<file path="src/rtl/control_fsm_pkg.sv">
// control_fsm_pkg: shared state encoding and instruction constants
package control_fsm_pkg;
    typedef enum logic [2:0] {BOOT, FETCH, DECODE, EXEC, MEM, WB, HALT} state_t;
    localparam logic [1:0] OP_ADD = 2'b00;
    localparam logic [1:0] OP_LW = 2'b01;
    localparam logic [1:0] OP_SW = 2'b10;
    localparam logic [1:0] OP_JMP = 2'b11;
    localparam logic [5:0] HALT_OFFSET = 6'h3F;
endpackage

</file>
<file path="src/rtl/control_fsm_instr_decode.sv">
// instr_decode: splits the instruction register into fields, immediate and halt flag
module instr_decode
    import control_fsm_pkg::*;
(
    input  logic [7:0] ir,
    output logic [1:0] op,
    output logic [1:0] rs,
    output logic [1:0] rt,
    output logic [1:0] rd,
    output logic [7:0] imm,
    output logic       is_halt
);
    assign op = ir[7:6];
    assign rs = ir[5:4];
    assign rt = ir[3:2];
    assign rd = ir[1:0];
    assign imm = {{6{ir[1]}}, ir[1:0]};
    assign is_halt = op == OP_JMP && ir[5:0] == HALT_OFFSET;
endmodule

</file>
<file path="src/rtl/control_fsm.sv">
// control_fsm: multi-cycle Moore controller sequencing fetch, decode, execute, memory and writeback
module control_fsm
    import control_fsm_pkg::*;
#(
    parameter logic [7:0] RESET_PC = 8'h00
) (
    input  logic       CLK,
    input  logic       areset,
    output logic       imem_req,
    output logic [7:0] imem_addr,
    input  logic       imem_ack,
    input  logic [7:0] imem_data,
    output logic       dmem_req,
    output logic       dmem_we,
    input  logic       dmem_ack,
    output logic [1:0] sel_a,
    output logic [1:0] sel_b,
    output logic [1:0] sel_e,
    output logic       write_bit,
    output logic       wb_src,
    output logic       alu_b_src,
    output logic [7:0] imm,
    output logic       halted
);
    state_t     state, state_n;
    logic [7:0] pc, pc_n, ir, ir_n;
    logic [1:0] op, rs, rt, rd;
    logic       is_halt;

    instr_decode u_dec (
        .ir(ir), .op(op), .rs(rs), .rt(rt), .rd(rd), .imm(imm), .is_halt(is_halt)
    );

    always_ff @(posedge CLK or posedge areset) begin
        if (areset) begin
            state <= BOOT;
            pc <= RESET_PC;
            ir <= 8'h00;
        end else begin
            state <= state_n;
            pc <= pc_n;
            ir <= ir_n;
        end
    end

    assign imem_addr = pc;

    always_comb begin
        state_n = state;
        pc_n = pc;
        ir_n = ir;
        imem_req = 1'b0;
        dmem_req = 1'b0;
        dmem_we = 1'b0;
        sel_a = 2'b00;
        sel_b = 2'b00;
        sel_e = 2'b00;
        write_bit = 1'b0;
        wb_src = 1'b0;
        alu_b_src = 1'b0;
        halted = 1'b0;
        unique case (state)
            BOOT: state_n = FETCH;
            FETCH: begin
                imem_req = 1'b1;
                if (imem_ack) begin
                    ir_n = imem_data;
                    state_n = DECODE;
                end
            end
            DECODE: begin
                sel_a = rs;
                sel_b = rt;
                if (is_halt) begin
                    state_n = HALT;
                end else if (op == OP_JMP) begin
                    pc_n = pc + 8'd1 + {{2{ir[5]}}, ir[5:0]};
                    state_n = FETCH;
                end else begin
                    state_n = EXEC;
                end
            end
            EXEC: begin
                sel_a = rs;
                sel_b = rt;
                if (op == OP_ADD) begin
                    write_bit = 1'b1;
                    sel_e = rd;
                    pc_n = pc + 8'd1;
                    state_n = FETCH;
                end else begin
                    alu_b_src = 1'b1;
                    state_n = MEM;
                end
            end
            MEM: begin
                sel_a = rs;
                sel_b = rt;
                dmem_req = 1'b1;
                dmem_we = op == OP_SW;
                alu_b_src = 1'b1;
                if (dmem_ack) begin
                    // stores retire here; loads still need the writeback cycle
                    pc_n = op == OP_SW ? pc + 8'd1 : pc;
                    state_n = op == OP_SW ? FETCH : WB;
                end
            end
            WB: begin
                sel_a = rs;
                sel_b = rt;
                write_bit = 1'b1;
                sel_e = rt;
                wb_src = 1'b1;
                pc_n = pc + 8'd1;
                state_n = FETCH;
            end
            HALT: halted = 1'b1;
            default: state_n = BOOT;
        endcase
    end
endmodule

</file>
<file path="config.mk">
export PLATFORM = sky130hd
export DESIGN_NAME = control_fsm
export DESIGN_NICKNAME = d
export VERILOG_FILES = /design/src/rtl/control_fsm_pkg.sv /design/src/rtl/control_fsm_instr_decode.sv /design/src/rtl/control_fsm.sv
export SDC_FILE = /design/constraint.sdc
export NUM_CORES = 1
export LEC_CHECK = 0
export CAP_MARGIN = 10
export CORE_MARGIN = 1.5
export CORE_UTILIZATION = 25
export CTS_CLUSTER_DIAMETER = 120
export DETAILED_ROUTE_END_ITERATION = 12
export GPL_TIMING_DRIVEN = 0
export PLACE_DENSITY = 0.59
export SLEW_MARGIN = 20
export SYNTH_ARGS = -nofsm -noshare
export SYNTH_HDL_FRONTEND = slang
export SYNTH_HIERARCHICAL = 1
export SYNTH_SLANG_ARGS = --single-unit
export TNS_END_PERCENT = 100
</file>
<file path="constraint.sdc">
create_clock -name CLK -period 6.3 [get_ports CLK]
set_input_delay 0.63 -clock CLK [delete_from_list [all_inputs] [get_ports CLK]]
set_output_delay 0.63 -clock CLK [all_outputs]
set_load 0.01 [all_outputs]
</file>
* Word level (Yosys, flattened, before mapping)
Cells that the tools add are included.
Storage, ports and cells: register bits 19, output and inout port bits 29, logic and storage cells 56
Operators by class: add/sub/neg operators 2, equal/unequal tests 15, mux-type cells 26, bitwise operators 1, reduce and logical (&&, ||, !) cells 9
Operator list (count):
- $mux 8 | 5
- $pmux 8 s4 | 1
- $pmux 3 s6 | 1
- $mux 3 | 5
- $ne 2x2->1 const B | 6
- $eq 3x3->1 const B | 3
- $add 8x1->8 const B | 1
- $add 8x8->8 | 1
- $mux 2 | 4
- $mux 1 | 7
- $eq 3x2->1 const B | 2
- $eq 6x6->1 const B | 1
- $reduce_and 6->1 | 1
- $eq 2x2->1 const B | 2
- $pmux 1 s2 | 2
- $pmux 2 s2 | 1
- $reduce_bool 4->1 | 1
- $reduce_or 4->1 | 1
- $eq 3x1->1 const B | 1
- $logic_not 3->1 | 1
- $reduce_and 3->1 | 1
- $logic_not 2->1 | 1
- $reduce_and 2->1 | 1
- $reduce_or 2->1 | 1
- 2 further kinds | 2

* Depth between registers and ports, before layout
word-level depth 5, gate-level depth with buffers 10, gate-level depth less buffers 10

* Hierarchy
The synthesis kept the hierarchy.
Modules (own cells, without submodules):
- control_fsm | times used 1, cells an instance 161, area an instance 1455.1 um^2
- instr_decode | times used 1, cells an instance 19, area an instance 136.4 um^2

* Worst setup path after synthesis
OpenSTA, ideal clock, no wires.
path kind reg-to-reg, start register pc[0], in the netlist imem_addr[0], end register pc[7], in the netlist imem_addr[7], setup time 0.080 ns, data arrival time 2.177 ns, data required time 6.220 ns, setup slack 4.043 ns, cell stages (with the launch flop) 10, path buffers 0, cells stage by stage dfrtp_1 ha_1 nand3_1 xnor2_1 ha_1 nand4_1 and4b_1 nor3_1 mux2i_1 xnor2_1
On the way: longest elaborated chain between the ends 5
Ends and longest elaborated chain:
- from (decl) | line control_fsm.sv:26 | logic [7:0] pc, pc_n, ir, ir_n;
- from (signal assigned) | line control_fsm.sv:41 | pc <= pc_n;
- $add 8x1->8 (*)
- $add 8x8->8 | line control_fsm.sv:77 | pc_n = pc + 8'd1 + {{2{ir[5]}}, ir[5:0]};
- $mux 8 | line control_fsm.sv:76 | end else if (op == OP_JMP) begin
- $mux 8 | line control_fsm.sv:74 | if (is_halt) begin
- $pmux 8 s4 (*) | line control_fsm.sv:62 | unique case (state)
Mark *: on every way between the ends. The rest lies on a longest branch, timed or not. The select of a mux whose other input is x is not followed. A chain may end at the register's enable or synchronous reset.

* Worst setup path after layout
start register state[1], end output port sel_b[1]
On the way: longest elaborated chain between the ends 3
Ends and longest elaborated chain:
- from (decl) | line control_fsm.sv:25 | state_t state, state_n;
- from (signal assigned) | line control_fsm.sv:40 | state <= state_n;
- $eq 3x3->1 / $eq 3x2->1 (equally long branches) | line control_fsm.sv:62
- $reduce_or 4->1 (no line) (*)
- $mux 2 (*) | line control_fsm.sv:62
- to (decl) | line control_fsm.sv:17 | output logic [1:0] sel_b,
Mark *: on every way between the ends. The rest lies on a longest branch, timed or not.

==> metrics.md <==
| Metric | Value |
|---|---|
| Outcome | `finished, final reports clean` |
| Worst min path class | `flip-flop to flip-flop` |
| Via count | `roughly 1,400` |
| Yosys reg bits | `19` |
| Synth Area in Adders | `about 10%` |
| Crit-path cells | `buf_2, inv_2, ha_1, nor2b_1, clkdlybuf4s50_1` |
| Fin. Hold Viols | `0` |
| Die area | `0.00685 mm²` |
| Row Count | `28` |
| Vias per cell | `around 4.6` |
| Post-synthesis compound-gate area fraction | `between 10 and 15%` |
| CTS Sinks | `19` |
| Sw frac | `between 20 and 30%` |
| H-tree levels | `1` |
| CP Class | `flip-flop to output pin` |
| Post-CTS Setup Repair Bufs | `0` |
| WL/cell | `around 12 µm` |
| Crit-path max FO | `10` |
| Gpl congestion | `0.799` |
| First-pass GRT wire length | `around 6000 µm` |
| Post-route DRC | `0` |
| Cells resized by post-CTS repair | `0` |
| Final WL | `about 3700 µm` |
| Antenna violations before repair | `0` |
| Cells after Synth | `180` |
| Unrepaired setup endpoints after global routing | `no` |
| Placed Instances | `~300` |
| Mapped Area | `about 0.0016 mm²` |
| Crit end category | `output pin` |
| Largest family of logic cells by synthesized area | `simple AND/OR/NAND/NOR gates` |
| Fillers | `~650` |
| CP peak stage delay | `550 ps` |
| Setup violators final | `0` |
| DP HPWL | `~2900 µm` |
| Rel. slew slack | `46.5%` |
| Worst-Skew Late Latency | `~260 ps` |
| Maximum VDD drop | `roughly 0.000065 V` |
| Leak | `around 0.95 nW` |
| Number of nets in the layout | `249` |
| Sequential power share | `about half` |
| Logic pwr share | `14.7%` |
| Most common cell after layout, fill and taps aside | `clkdlybuf4s50_1` |
| F_max | `between 300 and 400 MHz` |
| R2R setup slack | `around 3700 ps` |
| CP Launch Type | `flip-flop` |
| Clock root cell | `clkbuf_8` |
| Min cycle time layout | `around 2700 ps` |
| Drt initial violations | `43` |
| Worst EP arrival | `around 2100 ps` |
| Non-Filler Instances | `299` |
| Worst Path Required | `between 5000 and 6000 ps` |
| Largest net degree at the start of global routing | `20` |
| Post-route ant nets | `0` |
| Setup ws final | `between 3000 and 4000 ps` |
| Initial Utilization | `26.4%` |
| Seq/Total Area, Yosys | `~30%` |
| Clock transition at the registers of the reported paths | `~80 ps` |
| CTS tree | `yes` |
| Avg Cell Area, Syn | `about 9 µm²` |
| Max Cap Viol | `0` |
| Die height | `about 83 µm` |
| Worst-Margin Slew | `802 ps` |
| Post-synthesis simple-gate area fraction | `a little over a fifth` |
| Grt ovf | `0` |
| Core area | `around 0.0060 mm²` |
| Slew Viols, Final | `0` |
| Global Route Usage Sum | `between 10% and 20%` |
| Post-synthesis xor/xnor area fraction | `under 10%` |
| Total power | `approximately 0.00025 W` |
| Syn Nets | `204` |
| Boundary Pins | `41` |
| Synth cell types | `38` |
| Clock group share of total power | `34.8%` |
| Yosys warns | `6` |
| Setup TNS | `0 ps` |
| Commonest non-fill, non-tap cells in the layout | `40 x clkdlybuf4s50_1, 19 x dfrtp_1, 17 x buf_4` |
| Die X | `around 83 µm` |
| Final Skew | `about 2.4 ps` |
| Multiplexer share of the synthesized area | `approximately 7.5%` |
| Tcrit/Tclk final | `approximately 44%` |
| Slowest cell on crit path | `clkdlybuf4s50_1` |
| Share of cells above drive strength 1 | `roughly 16%` |
| Max Root-Sink Buffers | `2` |
| DRT Pass-1 Iters | `4` |
| N_diodes | `0` |
| Vias in the first global route | `around 1,300` |
| CTS hold repair buffers | `0` |
| Dpl ws | `about 3700 ps` |
| Port bufs | `40` |
| Area grow syn2layout | `33.9%` |
| Int Power | `between 0.00015 and 0.0002 W` |
| Power per cell area | `roughly 120 mW/mm²` |
| NetSw | `around 0.000065 W` |
| CTS buffer count | `3` |
power groups by stage:
stage / logic [W] / clock network (W) / registers (W)
6_report: 0.0000373 / 0.0000885 / 0.000128
5_1_grt: 0.0000413 / 0.0000962 / 0.000129
4_1_cts: 0.0000381 / 0.0000906 / 0.000129
3_5_place_dp: 0.0000378 / 0 / 0.000131
3_3_place_gp: 0.0000375 / 0 / 0.000131
2_1_floorplan: 0.0000197 / 0 / 0.000131
flip-flops by register name, summed over array words and instances, names as in the netlist:
register   count
state          3
ir             8
imem_addr      8
worst paths after layout:
check / startpoint / to / cells past startpoint
min in group asynchronous: areset / ir[4]$_DFFE_PP0P_ / 2
max in group asynchronous: areset / imem_addr[2]$_DFFE_PP0P_ / 2
min: imem_addr[7]$_DFFE_PP0P_ / imem_addr[7]$_DFFE_PP0P_ / 1
max: state[1]$_DFFE_PP0P_ / sel_b[1] / 5
max reg2reg: imem_addr[0]$_DFFE_PP0P_ / imem_addr[7]$_DFFE_PP0P_ / 10
min reg2reg: imem_addr[7]$_DFFE_PP0P_ / imem_addr[7]$_DFFE_PP0P_ / 1
cell type report:
| type | count | area (µm²) | share of cell area, % |
|---|---|---|---|
| multi-input cells | 133 | 935 | 43.9 |
| plain buffers | 24 | 166 | 7.81 |
| repair buffers | 40 | 400 | 18.8 |
| clock buffers | 4 | 45.0 | 2.11 |
| inverters | 4 | 15.0 | 0.705 |
| flip-flops and latches | 19 | 475 | 22.3 |
| well taps | 75 | 93.8 | 4.40 |
cell usage after synthesis (all sizes together):
cell	n	area, µm²
nor2b	13	83.8
nor2	9	33.8
and4b	1	10.0
a32oi	2	17.5
and2b	1	7.51
a311oi	1	8.76
and3	3	18.8
mux2i	3	30.0
xnor2	7	61.3
or4	1	11.3
nand3b	1	7.51
inv	4	15.0
mux2	8	90.1
nand2	9	33.8
o311ai	1	8.76
a21oi	10	50.1
fa	1	20.0
a21o	5	37.5
o32ai	2	17.5
clkbuf	2	7.51
o22ai	2	12.5
dfrtp	19	475
ha	11	138
o21ai	14	70.1
nand3	8	40.0
a31oi	1	6.26
xor2	3	26.3
buf	22	159
nor3	6	30.0
o21a	1	7.51
nand2b	3	18.8
nand4	3	18.8
and2	3	18.8
worst max-delay path, delay by kind of cell, from the launching register on:
kind / cells / cell delay [ps]
buffers and inverters: 3 / 880
DFF: 1 / 440
adders and majority gates: 1 / 380
and+or+nand+nor: 1 / 160
per-stage QoR:
step	hold slack [ps]	cell area [µm²]	utilization (%)
6_report	480	2130	35.4
3_5_place_dp	463	2090	34.6
2_1_floorplan	504	1590	-
4_1_cts	487	2130	35.4
5_1_grt	515	2130	35.4
3_3_place_gp	465	2090	34.6
metal layers:
metal	GRT usage (%)	up-vias	share of wire, %
met3	2.19	4	5.3
met5	0	-	0
met4	4.50	0	1.2
li1	-	709	-
met2	18.3	33	45
met1	15.4	626	48
cells by family after synthesis:
kind of cell / after synthesis
xor gates and xnor gates: 10
buffers and inverters: 28
DFF: 19
adders and majority gates: 12
AOI/OAI and AO/OA: 39
and+or+nand+nor: 61
muxes: 11
(Power assumes the default switching activity.)
